$ cat src/rtl/cp0_exc_ctrl.sv
// cp0_exc_ctrl: commit-time arbiter between interrupt, exception, eret and
// normal retire, plus the flush/redirect sequencer that restarts fetch.
module cp0_exc_ctrl #(
  parameter logic [31:0] EXC_VECTOR   = 32'hbfc00380,
  parameter int unsigned FLUSH_CYCLES = 2,
  parameter logic [4:0]  INT_EXCCODE  = 5'h00
) (
  input  logic        i_clk,
  input  logic        i_rst,
  input  logic        i_ws_valid,
  input  logic        i_ws_ex,
  input  logic [4:0]  i_ws_exccode,
  input  logic        i_ws_bd,
  input  logic [31:0] i_ws_pc,
  input  logic        i_ws_eret,
  input  logic [31:0] i_cp0_status,
  input  logic [31:0] i_cp0_cause,
  input  logic [31:0] i_cp0_epc,
  input  logic        i_fs_ready,
  output logic        o_wb_ex,
  output logic [4:0]  o_wb_exccode,
  output logic        o_wb_bd,
  output logic [31:0] o_wb_pc,
  output logic        o_eret_reflush,
  output logic        o_flush,
  output logic        o_redirect_valid,
  output logic [31:0] o_redirect_pc,
  output logic        o_ws_allowin
);

  localparam int unsigned CNT_W = 4;

  typedef enum logic [1:0] {
    S_IDLE     = 2'd0,
    S_FLUSH    = 2'd1,
    S_REDIRECT = 2'd2
  } state_t;

  state_t             r_state;
  state_t             w_state_nxt;
  logic [CNT_W-1:0]   r_cnt;
  logic [CNT_W-1:0]   w_cnt_nxt;
  logic [31:0]        r_target;
  logic [31:0]        w_target_nxt;
  logic               r_int_pend;
  logic               w_int_pend_nxt;
  logic               w_int_raw;
  logic               w_accept;
  logic               w_unused;

  // Unmasked, enabled, non-EXL interrupt request.
  assign w_int_raw = i_cp0_status[0] & ~i_cp0_status[1] &
                     (|(i_cp0_cause[15:8] & i_cp0_status[15:8]));

  // Commit decision point; nothing is accepted while reset is asserted.
  assign w_accept = (r_state == S_IDLE) & i_ws_valid & ~i_rst;

  // Pending interrupt is held at zero whenever the FSM is busy.
  assign w_int_pend_nxt = (w_state_nxt == S_IDLE) & w_int_raw;

  assign w_unused = ^{i_cp0_status[31:16], i_cp0_status[7:2],
                      i_cp0_cause[31:16], i_cp0_cause[7:0]};

  // State, flush counter, redirect target and interrupt sample registers.
  always_ff @(posedge i_clk) begin
    if (i_rst) begin
      r_state    <= S_IDLE;
      r_cnt      <= '0;
      r_target   <= '0;
      r_int_pend <= 1'b0;
    end else begin
      r_state    <= w_state_nxt;
      r_cnt      <= w_cnt_nxt;
      r_target   <= w_target_nxt;
      r_int_pend <= w_int_pend_nxt;
    end
  end

  // Next-state, commit strobes and flush/redirect outputs.
  always_comb begin
    w_state_nxt      = r_state;
    w_cnt_nxt        = r_cnt;
    w_target_nxt     = r_target;
    o_wb_ex          = 1'b0;
    o_wb_exccode     = 5'h00;
    o_wb_bd          = 1'b0;
    o_wb_pc          = 32'h0;
    o_eret_reflush   = 1'b0;
    o_flush          = 1'b0;
    o_redirect_valid = 1'b0;
    o_redirect_pc    = 32'h0;
    o_ws_allowin     = 1'b0;

    case (r_state)
      S_IDLE: begin
        o_ws_allowin = 1'b1;
        if (w_accept) begin
          if (r_int_pend || i_ws_ex) begin
            o_wb_ex      = 1'b1;
            o_wb_exccode = r_int_pend ? INT_EXCCODE : i_ws_exccode;
            o_wb_bd      = i_ws_bd;
            o_wb_pc      = i_ws_pc;
            w_target_nxt = EXC_VECTOR;
            w_cnt_nxt    = CNT_W'(FLUSH_CYCLES - 1);
            w_state_nxt  = S_FLUSH;
          end else if (i_ws_eret) begin
            o_eret_reflush = 1'b1;
            w_target_nxt   = i_cp0_epc;
            w_cnt_nxt      = CNT_W'(FLUSH_CYCLES - 1);
            w_state_nxt    = S_FLUSH;
          end
        end
      end
      S_FLUSH: begin
        o_flush = 1'b1;
        if (r_cnt == '0) begin
          w_state_nxt = S_REDIRECT;
        end else begin
          w_cnt_nxt = r_cnt - CNT_W'(1);
        end
      end
      S_REDIRECT: begin
        o_redirect_valid = 1'b1;
        o_redirect_pc    = r_target;
        if (i_fs_ready) begin
          w_state_nxt = S_IDLE;
        end
      end
      default: begin
        w_state_nxt = S_IDLE;
      end
    endcase
  end

endmodule

$ cat config.mk
export PLATFORM = sky130hd
export DESIGN_NAME = cp0_exc_ctrl
export DESIGN_NICKNAME = d
export VERILOG_FILES = /design/src/rtl/cp0_exc_ctrl.sv
export SDC_FILE = /design/constraint.sdc
export NUM_CORES = 1
export LEC_CHECK = 0
export BUFFER_PORTS_ARGS = -buffer_cell sky130_fd_sc_hd__buf_2
export CAP_MARGIN = 20
export CORE_AREA = 2 2 83 85
export CTS_CLUSTER_DIAMETER = 40
export DETAILED_ROUTE_END_ITERATION = 6
export DIE_AREA = 0 0 85 87
export PLACE_DENSITY = 0.71
export SLEW_MARGIN = 20
export SYNTH_ARGS = -nofsm -noshare
export SYNTH_HDL_FRONTEND = slang
export SYNTH_SLANG_ARGS = --single-unit
$ cat constraint.sdc
create_clock -name i_clk -period 4.55 [get_ports i_clk]
set_input_delay 0.2275 -clock i_clk [delete_from_list [all_inputs] [get_ports i_clk]]
set_output_delay 0.2275 -clock i_clk [all_outputs]
set_load 0.03 [all_outputs]
==> After elaboration in Yosys (flattened, before gate mapping) <==
Index checks and enable logic that the tools add are counted.
{ "totals": {"register_bits": 39, "in_bits": 140, "out_inout_bits": 75, "wordCells": 61} }
{ "classes": {"add_sub_neg": 1, "eq_ne": 5, "muxes": 34, "bitwise": 8, "reduce_logical": 9} }
{ "op_table": {"columns": ["op", "count"], "rows": [
  ["32-bit 2-to-1 mux", 6],
  ["5-bit 2-to-1 mux", 4],
  ["4-bit 2-to-1 mux", 4],
  ["1-bit 2-to-1 mux", 13],
  ["2-bit 2-to-1 mux", 5],
  ["8-bit AND", 1],
  ["4-bit case mux with 2 select lines", 1],
  ["8-bit OR reduction", 1],
  ["2-bit case mux with 3 select lines", 1],
  ["1-bit AND", 5],
  ["2-bit zero test", 2],
  ["4-bit zero test", 1],
  ["2-bit != test (second input constant)", 2],
  ["4-bit AND reduction", 1],
  ["2-bit nonzero test", 2],
  ["4-bit by 1-bit subtractor with 4-bit output (second input constant)", 1],
  ["3-bit by 2-bit != test with 1-bit output (second input constant)", 1],
  ["3-bit AND reduction", 1],
  ["2-bit by 1-bit equality test with 1-bit output (second input constant)", 1],
  ["2-bit equality test (second input constant)", 1],
  ["1-bit inverter", 2],
  ["1-bit logical OR", 1]
]} }

==> Longest topological paths before layout <==
Gate-level depths: netlist (run 1).
{ "logic_depth": {"depth_word": 7, "depth_mapped": 6, "depth_no_buf": 6} }

==> Worst setup path after synthesis (run 1) <==
OpenSTA, ideal clock, no wires.
{ "synth_path": {"path_type": "input-to-output", "start": "in i_rst", "end": "out o_wb_pc[22]", "t_arrival_ns": 1.594, "required_ns": 4.323, "path_slack_ns": 2.728, "stages": 6, "path_buffers": 2, "cell_sequence": "buf_2 -> nor4b_4 -> o21ai_1 -> inv_2 -> buf_2 -> and2_1"} }
{ "synth_via": {"elab_chain_len": 4} }
{ "synth_rtl": {"columns": ["item", "line", "rtl"], "rows": [
  ["from (decl)", "9", "input logic i_rst,"],
  ["1-bit inverter", "56", "assign w_accept = (r_state == S_IDLE) & i_ws_valid & ~i_rst;"],
  ["1-bit AND", "56", null],
  ["32-bit 2-to-1 mux", "97", "if (w_accept) begin"],
  ["32-bit 2-to-1 mux", "94", "case (r_state)"],
  ["to (decl)", "23", "output logic [31:0] o_wb_pc,"]
]} }
No other way between the ends.

==> Worst setup path after layout (run 1) <==
{ "layout_path": {"start": "reg r_state[0]", "end": "out o_eret_reflush"} }
{ "layout_via": {"elab_chain_len": 5} }
{ "layout_rtl": {"columns": ["item", "line", "rtl"], "rows": [
  ["from (decl)", "39", "state_t r_state;"],
  ["from (signal assigned)", "72", "r_state <= w_state_nxt;"],
  ["2-bit zero test (*)", "56, 94", null],
  ["1-bit AND (2 in series)", "56", null],
  ["1-bit 2-to-1 mux", "97", null],
  ["1-bit 2-to-1 mux (*)", "94", null],
  ["to (decl)", "24", "output logic o_eret_reflush,"]
]} }
Every way passes the cells marked *; elsewhere a longest branch is shown, timed or not.

==> run summary, run 1 <==
Crit. path cell count: 4
CP top delay family: simple AND/OR/NAND/NOR gates
Vias: 2071
Max-cap violations: 0
initial core utilization: 0.288
Worst Tran Pin Value: 1.04 ns
antenna violations before repair: 0
die area: 0.00740 mm²
DRC Markers: 0
clock skew: 0.00443 ns
Mapped Avg Cell Area: 8.53 µm²
Hold Path Class: input port to register
RSZ-0062 raised after global routing: no
Max Root-Sink Buffers: 2
RR Startpoint: r_state[0]$_SDFF_PP0_
relative slew slack: 0.307
Yosys top cell by area: dfxtp_1
Yosys warnings: 0
area delta synth->final: 51.7%
hold depth: 2
slowest CP cell: nor3_2
port buffer count: 168
Post-CTS Setup Bufs: 0
Finished Layout Cells: 464
DRT Wirelength: 5900 µm
Global Route Usage Sum: 0.147
Synth Cell Area: 0.00189 mm²
crit path launch type: register
Worst Path Arrival: 2.64 ns
Synth area leaders: dfxtp_1, and2_1, a22o_1, nand2_1, a31oi_1
drt initial violations: 57
CP Class: register to output port
syn nets: 363
worst vdd ir: 0.161 mV
unique cell type count in the Yosys netlist: 29
TritonRoute pass-1 iters: 4
routed len/inst: 12.7 µm
global-route wire length before repair: 8870 µm
CTS tree: built
Rows: 30
Core ar.: 0.00657 mm²
Final setup viols: 0
layout cells sized above 1: 0.469
depth of the most critical reg-to-reg path: 5
final hold viol count: 0
post-cts resize count: 0
Crit path buffers/inverters: 1
antenna-violating nets left: 0
Worst Path Max Fanout: 13
number of clock sinks: 39
Fmax: 0.348 GHz
crit-path cells: nor4b_4 > nand2_1 > nor3_2 > buf_2
period utilization: 0.631
crit end category: output port
# hold bufs at CTS: 0
setup TNS: 0 ns
Clk Latency, worst-skew pair: 0.28 ns
Clock transition at path regs: 0.08 ns
largest net degree at the start of global routing: 35
Antenna Cells: 0
CTS Buf Count: 5
sequential fraction of the synthesis area: 0.412
gpl congestion: 0.752
cell area power density: 263 mW/mm²
Via density: 4.46
Detail Placement HPWL: 4480 µm
P_leak: 1.57 nW
Final Slew Violations: 0
final worst slack: 1.68 ns
Inst Count DP: 456
H-Tree Level Count: 2
pre-CTS setup slack: 1.80 ns
reg2reg setup slack: 2.01 ns
Overflow after GRT: 0
Die Span Y: 87 µm
Nets: 524
Period minus WS final: 2.87 ns
I/O Pins: 215
vias in the first global route: 1848
Die X: 85 µm
post-synth top area share: 0.412
Critical Path Sink: o_eret_reflush
Crit. Startpoint: r_state[0]$_SDFF_PP0_
Critical Path RT: 4.32 ns
#FFs+latches synth: 39
Final Power: 0.755 mW
R2R Path End: r_target[16]$_SDFFE_PP0P_
Post-Synthesis Cells: 222
status: complete, no violations
CTS root buffer: clkbuf_8
max incr delay on CP: 0.85 ns
==> layout by cell type, fill, tap and decap left out, types with 2 or more instances in the layout <==
master	instances
a22o_1	20
a22oi_1	5
a31oi_1	12
and2_1	71
buf_2	168
clkbuf_1	2
clkbuf_8	5
dfxtp_1	39
inv_1	5
nand2_1	26
nor2_1	5
nor3_1	2
nor3b_1	2
or3_1	3
==> synth_stat cells <==
cell type / count
a211oi_1: 1
a21boi_1: 1
a21oi_1: 2
a22o_1: 20
a22oi_1: 5
a2bb2oi_1: 1
a31oi_1: 12
and2_1: 71
and4_1: 1
buf_2: 5
clkbuf_1: 10
dfxtp_1: 39
ha_1: 1
inv_1: 5
inv_2: 1
nand2_1: 26
nand2b_1: 1
nand4_1: 1
nor2_1: 5
nor2b_1: 1
nor3_1: 2
nor3_2: 1
nor3b_1: 2
nor4b_4: 1
o211ai_1: 1
o21ai_0: 1
o21ai_1: 1
or3_1: 3
or4b_1: 1
==> layout make-up <==
| type | instances | area [µm²] |
|---|---|---|
| inverter | 6 | 22.5 |
| clock buffer | 7 | 76.3 |
| multi-input combinational | 162 | 1040 |
| fill | 651 | 3700 |
| clock inverter | 1 | 5.00 |
| timing repair buffer | 169 | 848 |
| tap | 80 | 100 |
| sequential | 39 | 781 |
==> cell families after synthesis <==
group	after synthesis	synth area share
AOI/OAI and AO/OA	45	0.179
and+or+nand+nor	116	0.357
adders and majority gates	1	0.00661
DFF	39	0.412
buffers and inverters	21	0.0449
==> stage by stage <==
stage,area [µm²],util,hold slack (ns)
floorplan,1890,-,0.360
global placement,2790,0.424,0.444
detailed placement,2790,0.424,0.446
CTS,2870,0.436,0.142
global route,2870,0.437,0.146
finish,2870,0.437,0.151
==> routing by layer <==
metal / vias to the layer above / GRT usage / share of wire
met4: 0 / 0.0216 / 0
met1: 930 / 0.217 / 0.49
li1: 1072 / - / -
met3: 0 / 0.0417 / 0.067
met5: - / 0 / 0
met2: 69 / 0.215 / 0.45
==> worst min-delay path by stage <==
stage                                   from  slack (ns)                        end
CTS                            i_cp0_epc[13]        0.14  r_target[13]$_SDFFE_PP0P_
global route                   i_cp0_epc[21]        0.15  r_target[21]$_SDFFE_PP0P_
floorplan                       i_cp0_epc[0]        0.36   r_target[0]$_SDFFE_PP0P_
finish                         i_cp0_epc[13]        0.15  r_target[13]$_SDFFE_PP0P_
detailed placement  r_target[2]$_SDFFE_PP0P_        0.45   r_target[2]$_SDFFE_PP0P_
global placement               i_cp0_epc[30]        0.44  r_target[30]$_SDFFE_PP0P_
==> state kept, by name, summed over array words and instances, names as in the netlist <==
name        flops
r_target       32
r_cnt           4
r_int_pend      1
r_state         2
==> report_power, final <==
group	switching [mW]	internal (mW)
sequential	0.0106	0.360
clock	0.118	0.108
combinational	0.0903	0.0677
No activity file was read; power rests on OpenSTA's default activity.
==> inputs of run 2 (changes only) <==
Clock period 4.55 ns to 2.9 ns, I/O delays scaled along.
==> run 2 against run 1 <==
Net effect:
- combinational power up 59%
- first-iteration DRC count rose by 1.8%
- highest routed layer unchanged
- worst setup slack got worse by 1.3 ns
==> run summary, run 2 (synthesis gave the netlist of run 1 again) <==
CTS Buf Count: 5 (unchanged)
slowest CP cell: inv_2 (was nor3_2)
Hold Path Class: input port to register (unchanged)
RSZ-0062 raised after global routing: no (unchanged)
Core ar.: 0.00657 mm² (unchanged)
P_leak: 1.60 nW (was 1.57 nW)
# hold bufs at CTS: 0 (unchanged)
worst vdd ir: 0.225 mV (was 0.161 mV)
Critical Path RT: 2.76 ns (was 4.32 ns)
Inst Count DP: 459 (was 456)
commonest cells after routing, fill and taps aside: buf_2, and2_1, dfxtp_1, nand2_1, a22o_1 (unchanged)
fillers: 678 (was 651)
crit-path cells: nor4b_4 > o21ai_1 > inv_2 > and2_1 > buf_2 (was nor4b_4 > nand2_1 > nor3_2 > buf_2)
Top Registers: r_target: 32 flops, r_cnt: 4 flops, r_state: 2 flops (unchanged)
layout cells sized above 1: 0.478 (was 0.469)
die area: 0.00740 mm² (unchanged)
global-route wire length before repair: 8900 µm (was 8870 µm)
DRT Wirelength: 6060 µm (was 5900 µm)
Rows: 30 (unchanged)
setup TNS: 0 ns (unchanged)
I/O Pins: 215 (unchanged)
Overflow after GRT: 0 (unchanged)
hold_sp: i_cp0_epc[13] (unchanged)
Final setup viols: 0 (unchanged)
depth of the most critical reg-to-reg path: 6 (was 5)
Global Route Usage Sum: 0.147 (about the same)
crit path launch type: register (unchanged)
Clock transition at path regs: 0.07 ns (was 0.08 ns)
relative slew slack: 0.336 (was 0.307)
Critical Path Sink: o_wb_pc[6] (was o_eret_reflush)
drt initial violations: 58 (was 57)
DRC Markers: 0 (unchanged)
cell area power density: 443 mW/mm² (was 263 mW/mm²)
vias in the first global route: 1856 (was 1848)
reg2reg setup slack: 0.98 ns (was 2.01 ns)
Detail Placement HPWL: 4590 µm (was 4480 µm)
number of clock sinks: 39 (unchanged)
Worst Path Max Fanout: 34 (was 13)
pre-CTS setup slack: 0.725 ns (was 1.80 ns)
Reg with most FFs: r_target (unchanged)
Antenna Cells: 0 (unchanged)
TritonRoute pass-1 iters: 4 (unchanged)
Finished Layout Cells: 467 (was 464)
CTS root buffer: clkbuf_8 (unchanged)
post-cts resize count: 0 (unchanged)
Nets: 527 (was 524)
final worst slack: 0.412 ns (was 1.68 ns)
CTS tree: built (unchanged)
antenna-violating nets left: 0 (unchanged)
Fmax: 0.402 GHz
gpl congestion: 0.801 (was 0.752)
R2R Path End: r_cnt[3]$_SDFFE_PP0P_ (was r_target[16]$_SDFFE_PP0P_)
max incr delay on CP: 0.48 ns (was 0.85 ns)
Die X: 85 µm (unchanged)
CP Class: register to output port (unchanged)
final hold viol count: 0 (unchanged)
Crit. path cell count: 5 (was 4)
area delta synth->final: 54.5% (was 51.7%)
most common cell after layout, fill and taps aside: buf_2 (unchanged)
status: complete, no violations (unchanged)
Final Power: 1.30 mW (was 0.755 mW)
Vias: 2064 (was 2071)
Final Slew Violations: 0 (unchanged)
Largest register FFs: 32 (unchanged)
Die Span Y: 87 µm (unchanged)
clock skew: 0.00407 ns (was 0.00443 ns)
largest net degree at the start of global routing: 35 (unchanged)
Period minus WS final: 2.49 ns
Max Root-Sink Buffers: 2 (unchanged)
CP top delay family: buffers and inverters (was simple AND/OR/NAND/NOR gates)
Worst Tran Pin Value: 0.989 ns (was 1.04 ns)
Post-CTS Setup Bufs: 0 (unchanged)
Clk Latency, worst-skew pair: 0.28 ns (about the same)
Crit path buffers/inverters: 2 (was 1)
Crit. Startpoint: r_state[0]$_SDFF_PP0_ (unchanged)
antenna violations before repair: 0 (unchanged)
initial core utilization: 0.288 (unchanged)
Max-cap violations: 0 (unchanged)
area of the multi-input gates: 0.00103 mm² (was 0.00104 mm²)
Via density: 4.42 (was 4.46)
Fin Hold WS: 0.0721 ns (was 0.151 ns)
port buffer count: 168 (unchanged)
RR Startpoint: r_cnt[0]$_SDFFE_PP0P_ (was r_state[0]$_SDFF_PP0_)
H-Tree Level Count: 2 (unchanged)
routed len/inst: 13.0 µm (was 12.7 µm)
crit end category: output port (unchanged)
Worst Path Arrival: 2.34 ns (was 2.64 ns)
period utilization: 0.858
Reg area: 781 µm² (unchanged)
-- run 2: cell types whose count changed in the layout (fill, tap and decap cells not counted) --
cell and delta:
nor2b_2 +1, clkbuf_8 +1, buf_4 +3, bufinv_16 +1, clkbuf_1 -2, nor2b_4 -1
-- run 2: worst min path at each step --
stage	endpoint	cells after the start
detailed placement	r_target[20]$_SDFFE_PP0P_	2
global route	r_target[1]$_SDFFE_PP0P_	2
CTS	r_target[13]$_SDFFE_PP0P_	2
global placement	r_target[30]$_SDFFE_PP0P_	2
floorplan	r_target[0]$_SDFFE_PP0P_	1
finish	r_target[13]$_SDFFE_PP0P_	2
-- run 2: cell type report --
type,count,share of cell area
inverter,6,0.00770
tap,80,0.0342
multi-input combinational,162,0.353
clock buffer,6,0.0282
clock inverter,2,0.0120
timing repair buffer,172,0.298
sequential,39,0.267
-- run 2: routing by layer --
layer | part of all wire | GRT usage
met1 | 0.48 | 0.219
met2 | 0.46 | 0.217
met3 | 0.061 | 0.0370
met4 | 0 | 0.0260
met5 | 0 | 0
-- run 2: stage by stage --
step           utilization  area, µm²
2_1_floorplan            -       1890
3_3_place_gp         0.427       2810
3_5_place_dp         0.427       2810
4_1_cts              0.445       2930
5_1_grt              0.445       2930
6_report             0.445       2930
-- run 2: power by group --
group | leakage (nW) | switching, mW | internal, mW
Clock | 0.0612 | 0.184 | 0.278
Combinational | 1.22 | 0.143 | 0.109
Sequential | 0.318 | 0.0166 | 0.566
Total | 1.60 | 0.344 | 0.953
-- run 2: worst register-to-register path, cell delays in order (launching register included) --
cell	delay, ns
dfxtp_1	0.31
inv_1	0.09
ha_1	0.16
nor3b_1	0.44
a2bb2oi_1	0.55
o21ai_0	0.17
a21boi_1	0.13
==> inputs of run 3 (changes only) <==
Settings changed: ABC_AREA set to 1, CORE_AREA 2 2 83 85 to 2 2 84 86, DIE_AREA 0 0 85 87 to 0 0 86 88, PLACE_DENSITY 0.71 to 0.75.
==> run 3 against run 2 <==
Net effect:
- worst setup slack better by 0.31 ns
- largest power group unchanged
- critical endpoint is now o_eret_reflush
- sequential share of layout area down 2.1 points
- synthesized cell count up 52%
==> run summary, run 3 <==
Worst Path Max Fanout: 46 (was 34)
Clock transition at path regs: 0.08 ns (was 0.07 ns)
Yosys warnings: 0 (unchanged)
R2R Path End: r_target[4]$_SDFFE_PP0P_ (was r_cnt[3]$_SDFFE_PP0P_)
Vias: 2657 (was 2064)
crit end category: output port (unchanged)
crit-path cells: nor2_4 > inv_2 > nor3_4 > buf_2 (was nor4b_4 > o21ai_1 > inv_2 > and2_1 > buf_2)
Max-cap violations: 0 (unchanged)
reg2reg setup slack: 1.02 ns (was 0.98 ns)
TritonRoute pass-1 iters: 6 (was 4)
Yosys top cell by area: dfxtp_1 (unchanged)
most common cell after layout, fill and taps aside: buf_2 (unchanged)
Max Root-Sink Buffers: 2 (unchanged)
Nets: 636 (was 527)
Clk Latency, worst-skew pair: 0.29 ns (was 0.28 ns)
Crit. Startpoint: r_int_pend$_SDFF_PP0_ (was r_state[0]$_SDFF_PP0_)
Reg with most FFs: r_target (unchanged)
sequential fraction of the synthesis area: 0.347 (was 0.412)
number of clock sinks: 39 (unchanged)
gpl congestion: 0.846 (was 0.801)
Hold EP: r_target[17]$_SDFFE_PP0P_ (was r_target[13]$_SDFFE_PP0P_)
period utilization: 0.751 (was 0.858)
Finished Layout Cells: 576 (was 467)
synth cell count leaders: nor2_1, nand2_1, inv_1 (was and2_1, dfxtp_1, nand2_1)
RR Startpoint: r_int_pend$_SDFF_PP0_ (was r_cnt[0]$_SDFFE_PP0P_)
Fmax: 0.459 GHz (was 0.402 GHz)
syn nets: 479 (was 363)
status: complete, no violations (unchanged)
final instance area: 0.00317 mm² (was 0.00293 mm²)
cell area power density: 393 mW/mm² (was 443 mW/mm²)
Inst Count DP: 568 (was 459)
port buffer count: 168 (unchanged)
Synth area leaders: dfxtp_1, nor2_1, nand2_1, o21ai_2, inv_1 (was dfxtp_1, and2_1, a22o_1, nand2_1, a31oi_1)
die area: 0.00757 mm² (was 0.00740 mm²)
worst vdd ir: 0.156 mV (was 0.225 mV)
CTS root buffer: clkbuf_8 (unchanged)
unique cell type count in the Yosys netlist: 25 (was 29)
ys async rst share: 0 (unchanged)
CP Class: register to output port (unchanged)
antenna violations before repair: 0 (unchanged)
Period minus WS final: 2.18 ns (was 2.49 ns)
H-Tree Level Count: 2 (unchanged)
Post-CTS Setup Bufs: 0 (unchanged)
largest net degree at the start of global routing: 47 (was 35)
vias in the first global route: 2450 (was 1856)
Worst Path Arrival: 2.03 ns (was 2.34 ns)
Critical Path RT: 2.76 ns (about the same)
global-route wire length before repair: 11700 µm (was 8900 µm)
Top Registers: r_target: 32 flops, r_cnt: 4 flops, r_state: 2 flops (unchanged)
Mapped Avg Cell Area: 6.66 µm² (was 8.53 µm²)
DRC Markers: 0 (unchanged)
# hold bufs at CTS: 0 (unchanged)
#FFs+latches synth: 39 (unchanged)
Rows: 30 (unchanged)
routed len/inst: 12.8 µm (was 13.0 µm)
crit path launch type: register (unchanged)
RSZ-0062 raised after global routing: no (unchanged)
Detail Placement HPWL: 5790 µm (was 4590 µm)
DRT Wirelength: 7370 µm (was 6060 µm)
Overflow after GRT: 0 (unchanged)
slowest CP cell: nor3_4 (was inv_2)
Fin Hold WS: 0.0505 ns (was 0.0721 ns)
Post-Synthesis Cells: 338 (was 222)
CTS Buf Count: 5 (unchanged)
hold_sp: i_cp0_epc[17] (was i_cp0_epc[13])
Final Slew Violations: 0 (unchanged)
max incr delay on CP: 0.61 ns (was 0.48 ns)
Hold Path Class: input port to register (unchanged)
Core ar.: 0.00664 mm² (was 0.00657 mm²)
antenna-violating nets left: 0 (unchanged)
Antenna Cells: 0 (unchanged)
fillers: 700 (was 678)
final hold viol count: 0 (unchanged)
hold depth: 3 (was 2)
depth of the most critical reg-to-reg path: 6 (unchanged)
Die Span Y: 88 µm (was 87 µm)
Area after DPL: 0.00309 mm² (was 0.00281 mm²)
clock skew: 0.00536 ns (was 0.00407 ns)
CP top delay family: simple AND/OR/NAND/NOR gates (was buffers and inverters)
commonest cells after routing, fill and taps aside: buf_2, nor2_1, nand2_1, inv_1, dfxtp_1 (was buf_2, and2_1, dfxtp_1, nand2_1, a22o_1)
CTS tree: built (unchanged)
P_leak: 1.62 nW (was 1.60 nW)
EDFF count, synth: 0 (unchanged)
most frequent cell after synthesis: nor2_1 (was and2_1)
drt initial violations: 96 (was 58)
relative slew slack: 0.314 (was 0.336)
I/O Pins: 215 (unchanged)
layout cells sized above 1: 0.452 (was 0.478)
Final setup viols: 0 (unchanged)
Largest register FFs: 32 (unchanged)
area delta synth->final: 40.9% (was 54.5%)
Synth Cell Area: 0.00225 mm² (was 0.00189 mm²)
Die X: 86 µm (was 85 µm)
initial core utilization: 0.339 (was 0.288)
Via density: 4.61 (was 4.42)
Global Route Usage Sum: 0.192 (was 0.147)
Crit path buffers/inverters: 2 (unchanged)
setup TNS: 0 ns (unchanged)
Worst Tran Pin Value: 1.03 ns (was 0.989 ns)
Main synth FF type: dfxtp_1 (unchanged)
post-synth top area share: 0.347 (was 0.412)
post-cts resize count: 0 (unchanged)
==> run 3: routing by layer <==
| layer | vias to the layer above | track usage | part of all wire |
|---|---|---|---|
| li1 | 1352 | - | - |
| met1 | 1182 | 0.258 | 0.45 |
| met2 | 111 | 0.312 | 0.46 |
| met3 | 12 | 0.0396 | 0.068 |
| met4 | 0 | 0.0534 | 0.021 |
| met5 | - | 0 | 0 |
==> run 3: cells by family after synthesis <==
kind of cell / Yosys count / synth area share
AND/OR/NAND/NOR: 183 / 0.350
buffers and inverters: 64 / 0.128
AO/OA/AOI/OAI: 51 / 0.170
flip-flops: 39 / 0.347
adder cells (fa/ha/maj): 1 / 0.00556
==> run 3: where the power goes <==
group | leakage [nW] | switching, mW | total [mW] | internal [mW]
combinational | 1.26 | 0.202 | 0.310 | 0.108
clock | 0.0412 | 0.195 | 0.364 | 0.168
sequential | 0.317 | 0.0132 | 0.573 | 0.560
==> run 3: cell type report <==
cell class,instances,area (µm²),area share
multi-input cells,235,1180,0.373
repair buffers,169,848,0.268
flip-flops and latches,39,781,0.246
inverters,45,174,0.0549
well taps,80,100,0.0316
clock buffers,6,72.6,0.0229
clock inverters,2,12.5,0.00395
==> run 3: tightest hold or removal path: cells and delay by family <==
family / cells / cell delay (ns)
AOI/OAI and AO/OA: 1 / 0.05
and+or+nand+nor: 1 / 0.05
buffers and inverters: 1 / 0.07
==> run 3: how the worst max path moves through the flow <==
stage | endpoint | cells past startpoint | slack, ns
finish | o_eret_reflush | 4 | 0.72
global route | o_eret_reflush | 4 | 0.56
CTS | o_eret_reflush | 4 | 0.68
detailed placement | r_target[4]$_SDFFE_PP0P_ | 7 | 0.84
global placement | o_eret_reflush | 5 | 0.90
floorplan | o_wb_exccode[2] | 5 | 0.97
==> run 3: through the flow <==
stage          utilization  power (mW)  setup WS, ns
2_1_floorplan            -       0.787         0.971
3_3_place_gp         0.464       0.890         0.896
3_5_place_dp         0.464       0.896         0.843
4_1_cts              0.477        1.26         0.683
5_1_grt              0.477        1.33         0.559
6_report             0.477        1.25         0.722
